==> config.mk <==
export PLATFORM = sky130hd
export DESIGN_NAME = result_output_stage
export DESIGN_NICKNAME = d
export VERILOG_FILES = /design/src/rtl/result_output_stage.sv
export SDC_FILE = /design/constraint.sdc
export NUM_CORES = 1
export LEC_CHECK = 0
export ABC_AREA = 1
export BUFFER_PORTS_ARGS = -buffer_cell sky130_fd_sc_hd__buf_2
export CORE_UTILIZATION = 40
export CTS_CLUSTER_DIAMETER = 50
export DETAILED_ROUTE_END_ITERATION = 12
export HOLD_SLACK_MARGIN = 0.05
export PLACE_DENSITY = 0.74
export SLEW_MARGIN = 15
export SYNTH_ARGS = -nofsm -noshare
export SYNTH_HDL_FRONTEND = slang
export SYNTH_SLANG_ARGS = --single-unit
export TNS_END_PERCENT = 30
==> constraint.sdc <==
create_clock -name clk -period 3.3 [get_ports clk]
set_input_delay 0.33 -clock clk [delete_from_list [all_inputs] [get_ports clk]]
set_output_delay 0.33 -clock clk [all_outputs]
set_load 0.03 [all_outputs]
==> src/rtl/result_output_stage.sv <==
// Purpose: two-entry output FIFO for FP results, with optional NaN canonicalisation and sticky exception flags.
// Latency: 1 cycle. An entry pushed on edge N is at the output after edge N.
// Backpressure: in_ready comes from registered occupancy only. It deasserts when both entries are full.
//
// Ports:
//   clk, reset                    clock, asynchronous active-high reset
//   in_valid/in_ready             upstream handshake for in_result/in_flags/in_tag
//   out_valid/out_ready           downstream handshake for out_result/out_flags/out_tag (head entry)
//   sticky_flags, flags_clear     OR-accumulated flags of every accepted entry, synchronous clear
module result_output_stage #(
    parameter int CANONICAL_NAN = 1,
    parameter int TAG_WIDTH     = 4
) (
    input  logic                 clk,
    input  logic                 reset,
    input  logic                 in_valid,
    output logic                 in_ready,
    input  logic [31:0]          in_result,
    input  logic [4:0]           in_flags,
    input  logic [TAG_WIDTH-1:0] in_tag,
    output logic                 out_valid,
    input  logic                 out_ready,
    output logic [31:0]          out_result,
    output logic [4:0]           out_flags,
    output logic [TAG_WIDTH-1:0] out_tag,
    output logic [4:0]           sticky_flags,
    input  logic                 flags_clear
);

    localparam logic [31:0] QNAN = 32'h7FC0_0000;

    logic [31:0]          result_q [0:1];
    logic [4:0]           flags_q  [0:1];
    logic [TAG_WIDTH-1:0] tag_q    [0:1];
    logic                 wr_ptr;
    logic                 rd_ptr;
    logic [1:0]           count;
    // Holds in_ready low while reset is asserted. It rises on the first edge after reset is released.
    logic                 ready_en;

    logic        push;
    logic        pop;
    logic        in_is_nan;
    logic [31:0] wr_result;

    assign in_ready  = ready_en & ~count[1];
    assign out_valid = (count != 2'd0);
    assign push      = in_valid & in_ready;
    assign pop       = out_valid & out_ready;

    // Only NaNs are rewritten. Infinities, zeros and denormals are stored unchanged.
    assign in_is_nan = (in_result[30:23] == 8'hFF) && (in_result[22:0] != 23'd0);
    assign wr_result = ((CANONICAL_NAN != 0) && in_is_nan) ? QNAN : in_result;

    assign out_result = result_q[rd_ptr];
    assign out_flags  = flags_q[rd_ptr];
    assign out_tag    = tag_q[rd_ptr];

    always_ff @(posedge clk or posedge reset) begin
        if (reset) begin
            result_q[0]  <= '0;
            result_q[1]  <= '0;
            flags_q[0]   <= '0;
            flags_q[1]   <= '0;
            tag_q[0]     <= '0;
            tag_q[1]     <= '0;
            wr_ptr       <= 1'b0;
            rd_ptr       <= 1'b0;
            count        <= 2'd0;
            ready_en     <= 1'b0;
            sticky_flags <= 5'd0;
        end else begin
            ready_en <= 1'b1;

            if (push) begin
                result_q[wr_ptr] <= wr_result;
                flags_q[wr_ptr]  <= in_flags;
                tag_q[wr_ptr]    <= in_tag;
                wr_ptr           <= ~wr_ptr;
            end
            if (pop) begin
                rd_ptr <= ~rd_ptr;
            end

            case ({push, pop})
                2'b10:   count <= count + 2'd1;
                2'b01:   count <= count - 2'd1;
                default: count <= count;
            endcase

            // Clear takes priority. A push in the same cycle then seeds the fresh accumulation.
            if (flags_clear) begin
                sticky_flags <= push ? in_flags : 5'd0;
            end else if (push) begin
                sticky_flags <= sticky_flags | in_flags;
            end
        end
    end

endmodule

==> reports/results.ini, run 1 <==
[critical_path]
cp_cell_sequence = clkinv_1 > nand2_1 > nand2_1 > buf_2
critPathCaptureType = output pin
r2r_setup_slack_ns = 1.46
critPathLaunch = rd_ptr
cpPeakStageDelay_ns = 0.67
crit_type = reg -> out
required_ns = 2.97
r2r_start = count[1]
crit_path_frequent_cell = nand2_1
critical_path.endpoint = out_result[21]
rr_endpoint = result_q[34]
critPathMaxFanout = 25
reg2regPathDepth = 6
start_kind = flop
worst_path_max_delay_cell = clkinv_1
crit_arrival_ns = 1.92

[power_and_ir_drop]
p_total_mw = 5.03
p_seq_share_pct = 37.5
power_frac_comb_pct = 47.1
ir_worst_vdd_v = 0.000344
internal_power_mw = 2.67
power.leakage_nw = 2.75
p_per_area_nw_per_um2 = 1010
swShare_pct = 46.8
power_frac_clock_pct = 15.4
power.switching_mw = 2.35

[routing]
routed_wl_mm = 10.0
drt-initial-drc-count = 296
postRouteAntennaNets = 0
first_pass_iters = 7
vias_per_cell = 4.92
wl_per_cell_um = 13.3
vias = 3712
drc = 0

[die]
initial_core_util_pct = 41.2
die_w_um = 105
die_area_um2 = 11100
core_um2 = 10300
ioPinCount = 94
num_rows = 37
dieHeight_um = 105

[layout]
drive_above_1_share_pct = 20.8
fin_util_pct = 48.0
antenna_cells = 0
syn2layout_area_growth_pct = 16.4
layout.nets = 661

[cts]
cts_setup_buffers = 0
cts_tree = done
clk_path_buf_depth = 2
cts.sinks = 92
numCtsBuffers = 9
htree_levels = 3
cts_root_buf = clkbuf_8
clk_latency_ns = 0.36
cts_resized = 0
path_clk_slew_ns = 0.10

[logic_synthesis]
synth_area_um2 = 4260
synth-xor-area-share_pct = 0.617
synth-compound-area-share_pct = 5.91
ys_warn_count = 0
synth_edf_count = 0
synth_seq_cells = 92
ys_types = 25
async_reset_ff_share_pct = 100
synthFlopType = dfrtp_1
syn_area_per_cell_um2 = 8.02
seq_area_frac_synth_pct = 54.1
synth_top_family_by_area = simple AND/OR/NAND/NOR gates
synth_simple_gate_area_share_pct = 31.3
synth_cells = 531
syn-num-nets = 578
synthAdderAreaFrac_pct = 0.294
synthMuxAreaShare_pct = 0

[timing]
fin_setup_tns_ns = 0
holdWs_ns = 0.180
finalCritPeriodShare_pct = 68.2
worst_pin_slew_ns = 0.866
fmax_mhz = 445
rsz0062_at_grt = false
slew-limit-headroom_pct = 41.9
maxSlewViolCount = 0
hold_viol = 0
setup_viol = 0
min_period_ns = 2.25
skew_ns = 0.0172

[global_route]
antenna_found_initial = 0
grt_max_degree = 59
grt_pass1_vias = 3652
overflow = 0
grt_pass1_wl_mm = 17.2
grtUsageTotal_pct = 19.6

[job]
maxCapViolCount = 0

[outcome]
outcome = complete, no violations

[place]
port_buffers = 93
place_congestion = 0.830
dp_hpwl_mm = 6.47

[worst_hold_path]
hold_class = in -> reg

[power by group through the flow]
stage               Combinational (mW)  Sequential [mW]  Clock, mW
global placement                  2.34             1.88          0
CTS                               2.40             1.89      0.789
detailed placement                2.38             1.90          0
finish                            2.37             1.88      0.773
floorplan                         1.77             1.87          0
global route                      2.63             1.95      0.832
[Yosys cell counts (2+ instances only)]
| cell | number | area [µm²] |
|---|---|---|
| nand4_1 | 2 | 12.5 |
| o22ai_1 | 5 | 31.3 |
| xnor2_1 | 2 | 17.5 |
| o21ai_0 | 36 | 180 |
| inv_1 | 31 | 116 |
| nor2_1 | 15 | 56.3 |
| buf_4 | 7 | 52.6 |
| buf_6 | 7 | 78.8 |
| o21ai_2 | 4 | 35.0 |
| inv_2 | 2 | 7.51 |
| dfrtp_1 | 92 | 2300 |
| nor2_8 | 2 | 40.0 |
| buf_2 | 7 | 35.0 |
| nand3_1 | 47 | 235 |
| nand2_1 | 256 | 961 |
| clkbuf_1 | 7 | 26.3 |
[per-layer routing]
layer | GRT usage, % | wire length, µm | vias to the layer above
met5 | 0 | 0 | -
li1 | - | - | 1813
met2 | 31.6 | 4780 | 113
met3 | 2.68 | 459 | 11
met4 | 7.75 | 161 | 0
met1 | 26.7 | 4620 | 1775
[worst min-delay path by stage]
stage           startpoint  cells past startpoint               to
5_1_grt          in_tag[3]                      3         tag_q[3]
3_5_place_dp         reset                      2      result_q[6]
2_1_floorplan  flags_clear                      1  sticky_flags[0]
4_1_cts          in_tag[3]                      3         tag_q[3]
6_report         in_tag[3]                      3         tag_q[3]
3_3_place_gp         reset                      2      result_q[7]
[state kept, by name, summed over array words and instances, names as in the netlist]
signal,count
result_q,64
flags_q,10
tag_q,8
sticky_flags,5
count,2
rd_ptr,1
ready_en,1
wr_ptr,1
[placed cells by master, fill, tap and decap left out, types with 2 or more instances in the layout]
master / netlist / layout
nand2_1: 256 / 256
buf_2: 7 / 93
dfrtp_1: 92 / 91
nand3_1: 47 / 47
o21ai_0: 36 / 36
inv_1: 31 / 30
nor2_1: 15 / 15
clkbuf_8: 0 / 9
buf_4: 7 / 6
o22ai_1: 5 / 5
o21ai_2: 4 / 4
clkinv_2: 0 / 3
inv_2: 2 / 2
nor2_8: 2 / 2
nand4_1: 2 / 2
xnor2_1: 2 / 2
inv_6: 0 / 2
[per-stage QoR]
stage          instances  worst slack [ns]  cell area [µm²]
2_1_floorplan        531             0.578             4260
3_3_place_gp         738              1.30             4750
3_5_place_dp         738              1.26             4750
4_1_cts              755              1.05             4950
5_1_grt              755             0.929             4950
6_report             755              1.05             4950
[critical path: cells and delay by family, from the launching register on]
kind | cells | cell delay (ns)
simple gates | 2 | 0.34
flops | 1 | 0.36
buf+inv | 2 | 0.86
[logic make-up after synthesis]
family | count (synthesis)
adder cells (fa/ha/maj) | 1
AND/OR/NAND/NOR | 325
buffers and inverters | 63
XOR/XNOR | 3
other | 1
AO/OA/AOI/OAI | 46
flip-flops | 92
[area by class of cell]
cell class | instances | area [µm²]
sequential | 92 | 2300
tap | 136 | 170
clock inverter | 7 | 73.8
multi-input combinational | 376 | 1630
fill | 1052 | 5370
clock buffer | 9 | 124
timing repair buffer | 100 | 520
inverter | 35 | 135
[timing repair]
item                       4_1_cts  5_1_grt
setup endpoints to repair        0        0
hold endpoints to repair        34        0
hold buffers                     1        0
(Power assumes the default switching activity.)
==> run 2: changes to the inputs <==
--- a/config.mk
+++ b/config.mk
@@ -5,7 +5,7 @@
 export SDC_FILE = /design/constraint.sdc
 export NUM_CORES = 1
 export LEC_CHECK = 0
-export ABC_AREA = 1
+export ABC_AREA = 0
 export BUFFER_PORTS_ARGS = -buffer_cell sky130_fd_sc_hd__buf_2
 export CORE_UTILIZATION = 40
 export CTS_CLUSTER_DIAMETER = 50
==> constraint.sdc (replaced) <==
create_clock -name clk -period 2.33 [get_ports clk]
set_input_delay 0.233 -clock clk [delete_from_list [all_inputs] [get_ports clk]]
set_output_delay 0.233 -clock clk [all_outputs]
set_load 0.03 [all_outputs]
==> reports/results.ini, run 2 <==
[layout]
layout.nets = 465  ; -30%
instances_no_fill = 556  ; -26%
largest_reg_flops = 64  ; unchanged
largestRegisters = result_q x64, flags_q x10, tag_q x8
nFillCells = 894  ; -15%
drive_above_1_share_pct = 43.0  ; +22 points
final_cell_mix = buf_2, dfrtp_1, nand2_1
regMostFlops = result_q
antenna_cells = 0  ; unchanged
layout_commonest_cell = buf_2
syn2layout_area_growth_pct = 18.8

[cts]
cts_tree = done
numCtsBuffers = 9  ; unchanged
cts_root_buf = clkbuf_8
cts.sinks = 92  ; unchanged
htree_levels = 3  ; unchanged
clk_path_buf_depth = 2  ; unchanged
path_clk_slew_ns = 0.08  ; -0.02 ns
cts_setup_buffers = 0  ; unchanged
clk_latency_ns = 0.35  ; about the same

[die]
die_area_um2 = 10700  ; -3.4%
num_rows = 36  ; -2.7%
initial_core_util_pct = 41.7  ; +0.42 points
core_um2 = 9860  ; -4.4%
dieHeight_um = 103  ; -1.7%
die_w_um = 103  ; -1.7%
ioPinCount = 94  ; unchanged

[routing]
postRouteAntennaNets = 0  ; unchanged
vias = 2895  ; -22%
routed_wl_mm = 9.16  ; -8.5%
wl_per_cell_um = 16.5  ; +24%
drt-initial-drc-count = 98  ; -67%
first_pass_iters = 4  ; -3
drc = 0  ; unchanged
vias_per_cell = 5.21  ; +5.9%

[critical_path]
crit_cells = 3  ; -1
reg2regPathDepth = 6  ; unchanged
worst_path_max_delay_cell = mux2_2
cp_num_buf_inv = 2  ; unchanged
critPathCaptureType = output pin
crit_type = reg -> out
critPathMaxFanout = 25  ; unchanged
r2r_start = ready_en
cpPeakStageDelay_ns = 0.40  ; -0.27 ns
start_kind = flop
crit_arrival_ns = 1.63  ; -0.29 ns
r2r_setup_slack_ns = 0.59  ; -0.87 ns
path_delay_family = buffers and inverters
rr_endpoint = count[1]
cp_cell_sequence = buf_4 > mux2_2 > buf_2
required_ns = 2.10  ; -0.87 ns

[timing]
worst_pin_slew_ns = 0.515  ; -0.351 ns
maxSlewViolCount = 0  ; unchanged
finalCritPeriodShare_pct = 79.9
slew-limit-headroom_pct = 65.6  ; +24 points
min_period_ns = 1.86
fin_setup_tns_ns = 0  ; unchanged
skew_ns = 0.00474  ; -0.0125 ns
setup_ws_ns = 0.468  ; -0.583 ns
setup_viol = 0  ; unchanged
hold_viol = 0  ; unchanged
fmax_mhz = 537
rsz0062_at_grt = false

[job]
maxCapViolCount = 0  ; unchanged

[logic_synthesis]
yosys.area.top_type = dfrtp_1
synth_cells = 323  ; -39%
async_reset_ff_share_pct = 100  ; unchanged
ys_warn_count = 0  ; unchanged
synthFlopType = dfrtp_1
syn-num-nets = 370  ; -36%
synth_edf_count = 0  ; unchanged
synth_top_cell_area_share_pct = 56.0  ; +1.9 points
ys_types = 35  ; +40%
synth_commonest_cells = dfrtp_1, nand2_1, a22o_1
syn_area_per_cell_um2 = 12.7  ; +59%
synth_seq_cells = 92  ; unchanged
synthMostInstantiatedCell = dfrtp_1
synth_area_leaders = dfrtp_1, mux2_2, a22o_1
seq_area_frac_synth_pct = 56.0  ; +1.9 points
synth_area_um2 = 4110  ; -3.5%

[global_route]
grt_max_degree = 43  ; -27%
grtUsageTotal_pct = 18.2  ; -1.4 points
antenna_found_initial = 0  ; unchanged
overflow = 0  ; unchanged
grt_pass1_vias = 2909  ; -20%
grt_pass1_wl_mm = 14.5  ; -16%

[worst_hold_path]
min_path_cells = 3  ; unchanged
worstHoldStart = in_tag[2]
hold_class = in -> reg
holdPathEnd = tag_q[6]

[place]
numPlacedInstances = 539  ; -27%
port_buffers = 93  ; unchanged
place_congestion = 0.741  ; -11%
dp_slack_ns = 0.557  ; -0.707 ns
dp_hpwl_mm = 6.37  ; -1.5%

[power_and_ir_drop]
p_total_mw = 7.39  ; +47%
p_per_area_nw_per_um2 = 1520  ; +49%
ir_worst_vdd_v = 0.000573  ; +67%
power.leakage_nw = 2.43  ; -12%

[outcome]
outcome = complete, no violations

[run 2: what timing repair did]
item                                   CTS  global route
setup endpoints to repair                0             0
resized for setup                        0             0
endpoints found under the hold margin   19             0
hold buffers                             1             0
[run 2: metal layers]
metal  track usage (%)  wire (µm)
met1              25.9       4480
met2              27.3       4210
met3              3.09        337
met4              8.13        132
met5                 0          0
[run 2: where the power goes]
group | internal [mW] | total (mW) | switching, mW
combinational | 1.55 | 3.65 | 2.11
sequential | 2.34 | 2.76 | 0.422
clock | 0.444 | 0.982 | 0.538
[run 2: tightest hold or removal path, cell delays in order]
cell	delay, ns
buf_2	0.09
nand2_1	0.04
nand2_1	0.04
[run 2: cell families (layout without fill, tap and decap cells)]
kind of cell / after synthesis / after routing / synth area share, %
DFF: 92 / 92 / 56.0
and+or+nand+nor: 79 / 79 / 9.29
AOI/OAI and AO/OA: 59 / 59 / 12.2
muxes: 58 / 58 / 16.8
buffers and inverters: 29 / 129 / 4.42
xor gates and xnor gates: 4 / 4 / 0.853
adders and majority gates: 1 / 1 / 0.304
other: 1 / 1 / 0.0913
[run 2: area by class of cell]
cell class / instances / area, µm² / share of cell area [%]
Clock inverter: 4 / 23.8 / 0.487
Timing Repair Buffer: 104 / 563 / 11.5
Inverter: 9 / 37.5 / 0.769
Clock buffer: 12 / 155 / 3.18
Sequential cell: 92 / 2300 / 47.2
Multi-Input combinational cell: 202 / 1630 / 33.4
Tap cell: 133 / 166 / 3.41
[run 2: worst max path at each step]
stage                 start      endpoint
5_1_grt              rd_ptr  out_flags[2]
2_1_floorplan      ready_en      count[1]
3_5_place_dp         wr_ptr    flags_q[2]
6_report             rd_ptr  out_flags[2]
3_3_place_gp   in_result[0]  result_q[63]
4_1_cts              rd_ptr  out_flags[2]
[run 2: metrics by stage]
stage                     area [µm²]  hold WS (ns)  util, %
final                           4880        0.0858     49.5
after global routing            4880        0.0634     49.5
after CTS                       4880        0.0627     49.5
after floorplan                 4110         0.338        -
after detailed placement        4690         0.303     47.6
after global placement          4690         0.295     47.6
==> run 3: changes to the inputs <==
==> constraint.sdc (replaced) <==
create_clock -name clk -period 1.93 [get_ports clk]
set_input_delay 0.193 -clock clk [delete_from_list [all_inputs] [get_ports clk]]
set_output_delay 0.193 -clock clk [all_outputs]
set_load 0.03 [all_outputs]
==> reports/results.ini, run 3 (synthesis results as in run 2) <==
[die]
dieHeight_um = 103  ; unchanged
initial_core_util_pct = 41.7  ; unchanged
core_um2 = 9860  ; unchanged
num_rows = 36  ; unchanged
die_w_um = 103  ; unchanged
die_area_um2 = 10700  ; unchanged
ioPinCount = 94  ; unchanged

[timing]
rsz0062_at_grt = false
fin_setup_tns_ns = 0  ; unchanged
setup_ws_ns = 0.127  ; -0.341 ns
min_period_ns = 1.80
fmax_mhz = 555
worst_pin_slew_ns = 0.510  ; -0.00511 ns
slew-limit-headroom_pct = 66.0  ; +0.41 points
maxSlewViolCount = 0  ; unchanged
hold_viol = 0  ; unchanged
setup_viol = 0  ; unchanged
skew_ns = 0.00885  ; +0.00411 ns
holdWs_ns = 0.0698  ; -0.0160 ns
finalCritPeriodShare_pct = 93.4

[routing]
wl_per_cell_um = 16.2  ; -1.9%
dr_wl_met3_um = 458  ; +36%
dr_wl_met2_mm = 4.26  ; +1.1%
drc = 0  ; unchanged
routed_wl_mm = 9.23  ; +0.74%
postRouteAntennaNets = 0  ; unchanged
vias = 2884  ; -0.38%
drt-initial-drc-count = 99  ; +1.0%
routed.top_layer = met4
vias_per_cell = 5.05  ; -3.0%
first_pass_iters = 4  ; unchanged
routedLengthMet1_mm = 4.42  ; -1.4%

[cts]
cts_root_buf = clkbuf_8
cts_resized = 0  ; unchanged
cts_tree = done
numCtsBuffers = 9  ; unchanged
cts.sinks = 92  ; unchanged
path_clk_slew_ns = 0.09  ; about the same
clk_latency_ns = 0.36  ; about the same
clk_path_buf_depth = 2  ; unchanged
htree_levels = 3  ; unchanged

[critical_path]
critPathCaptureType = output pin
start_kind = flop
required_ns = 1.74  ; -0.36 ns
critPathMaxFanout = 22  ; -12%
crit_arrival_ns = 1.61  ; -0.02 ns
crit_type = reg -> out

[layout]
syn2layout_area_growth_pct = 23.1
final_cell_mix = buf_2, dfrtp_1, nand2_1
nFillCells = 887  ; -0.78%
largestRegisters = result_q x64, flags_q x10, tag_q x8
antenna_cells = 0  ; unchanged
drive_above_1_share_pct = 41.8  ; -1.2 points
layout.nets = 481  ; +3.4%
regMostFlops = result_q
layout_commonest_cell = buf_2
largest_reg_flops = 64  ; unchanged
final_area_um2 = 5060  ; +3.7%

[power_and_ir_drop]
power.leakage_nw = 2.50  ; +3.1%
p_per_area_nw_per_um2 = 1790  ; +18%
ir_worst_vdd_v = 0.000730  ; +27%

[job]
maxCapViolCount = 0  ; unchanged

[worst_hold_path]
hold_class = in -> reg

[global_route]
grt_pass1_vias = 2957  ; +1.7%
grt_max_degree = 93  ; +120%
overflow = 0  ; unchanged
antenna_found_initial = 0  ; unchanged
grtUsageTotal_pct = 18.4  ; +0.25 points
grt_pass1_wl_mm = 14.7  ; +1.7%

[place]
dp_slack_ns = 0.233  ; -0.324 ns
place_congestion = 0.781  ; +5.4%
placed_cell_area_um2 = 4730  ; +0.75%
port_buffers = 93  ; unchanged
dp_hpwl_mm = 6.36  ; -0.28%

[outcome]
outcome = complete, no violations

run 3: cell types whose count changed in the layout (fill, tap and decap cells not counted):
cell / change
dlygate4sd3_1: +13
buf_4: +2
clkinv_2: -2
buf_12: +1
bufinv_16: +1
clkbuf_1: +1
clkinv_4: -1
run 3: critical path, stage by stage, from the launching register on:
cell     delay, ns
dfrtp_2       0.36
buf_4         0.30
mux2_2        0.39
buf_2         0.19
run 3: through the flow:
step / std cells / power [mW] / util, %
floorplan: 323 / 6.69 / -
global placement: 542 / 7.69 / 47.9
detailed placement: 542 / 7.79 / 47.9
CTS: 571 / 9.15 / 51.3
global route: 571 / 9.63 / 51.3
finish: 571 / 9.08 / 51.3
run 3: cell type report:
cell class	count	area, µm²	share of cell area [%]
sequential	92	2300	45.5
multi-input combinational	202	1630	32.2
timing repair buffer	120	728	14.4
tap	133	166	3.29
clock buffer	13	159	3.14
inverter	9	37.5	0.742
clock inverter	2	35.0	0.692
run 3: where the power goes:
part	switching, mW	internal [mW]
Clock	0.642	0.663
Combinational	2.53	1.90
Sequential	0.516	2.82
run 3: timing repair:
item,in CTS,in global routing
hold buffers,14,0
endpoints found under the hold margin,105,0
setup buffers,0,0
run 3: final timing paths:
path	start	end	slack, ns	cells after the start
max in group asynchronous	reset	rd_ptr	1.01	4
min in group asynchronous	reset	result_q[26]	0.49	4
worst min-delay path	in_result[27]	result_q[59]	0.07	3
worst min register to register	result_q[59]	result_q[59]	0.48	2
worst max-delay path	rd_ptr	out_result[24]	0.13	3
worst max register to register	ready_en	count[1]	0.24	6
run 3: layer usage:
layer  vias to the layer above  GRT usage, %
li1                       1367             -
met1                      1424          25.8
met2                        84          28.1
met3                         9          4.10
met4                         0          6.83
met5                         -             0
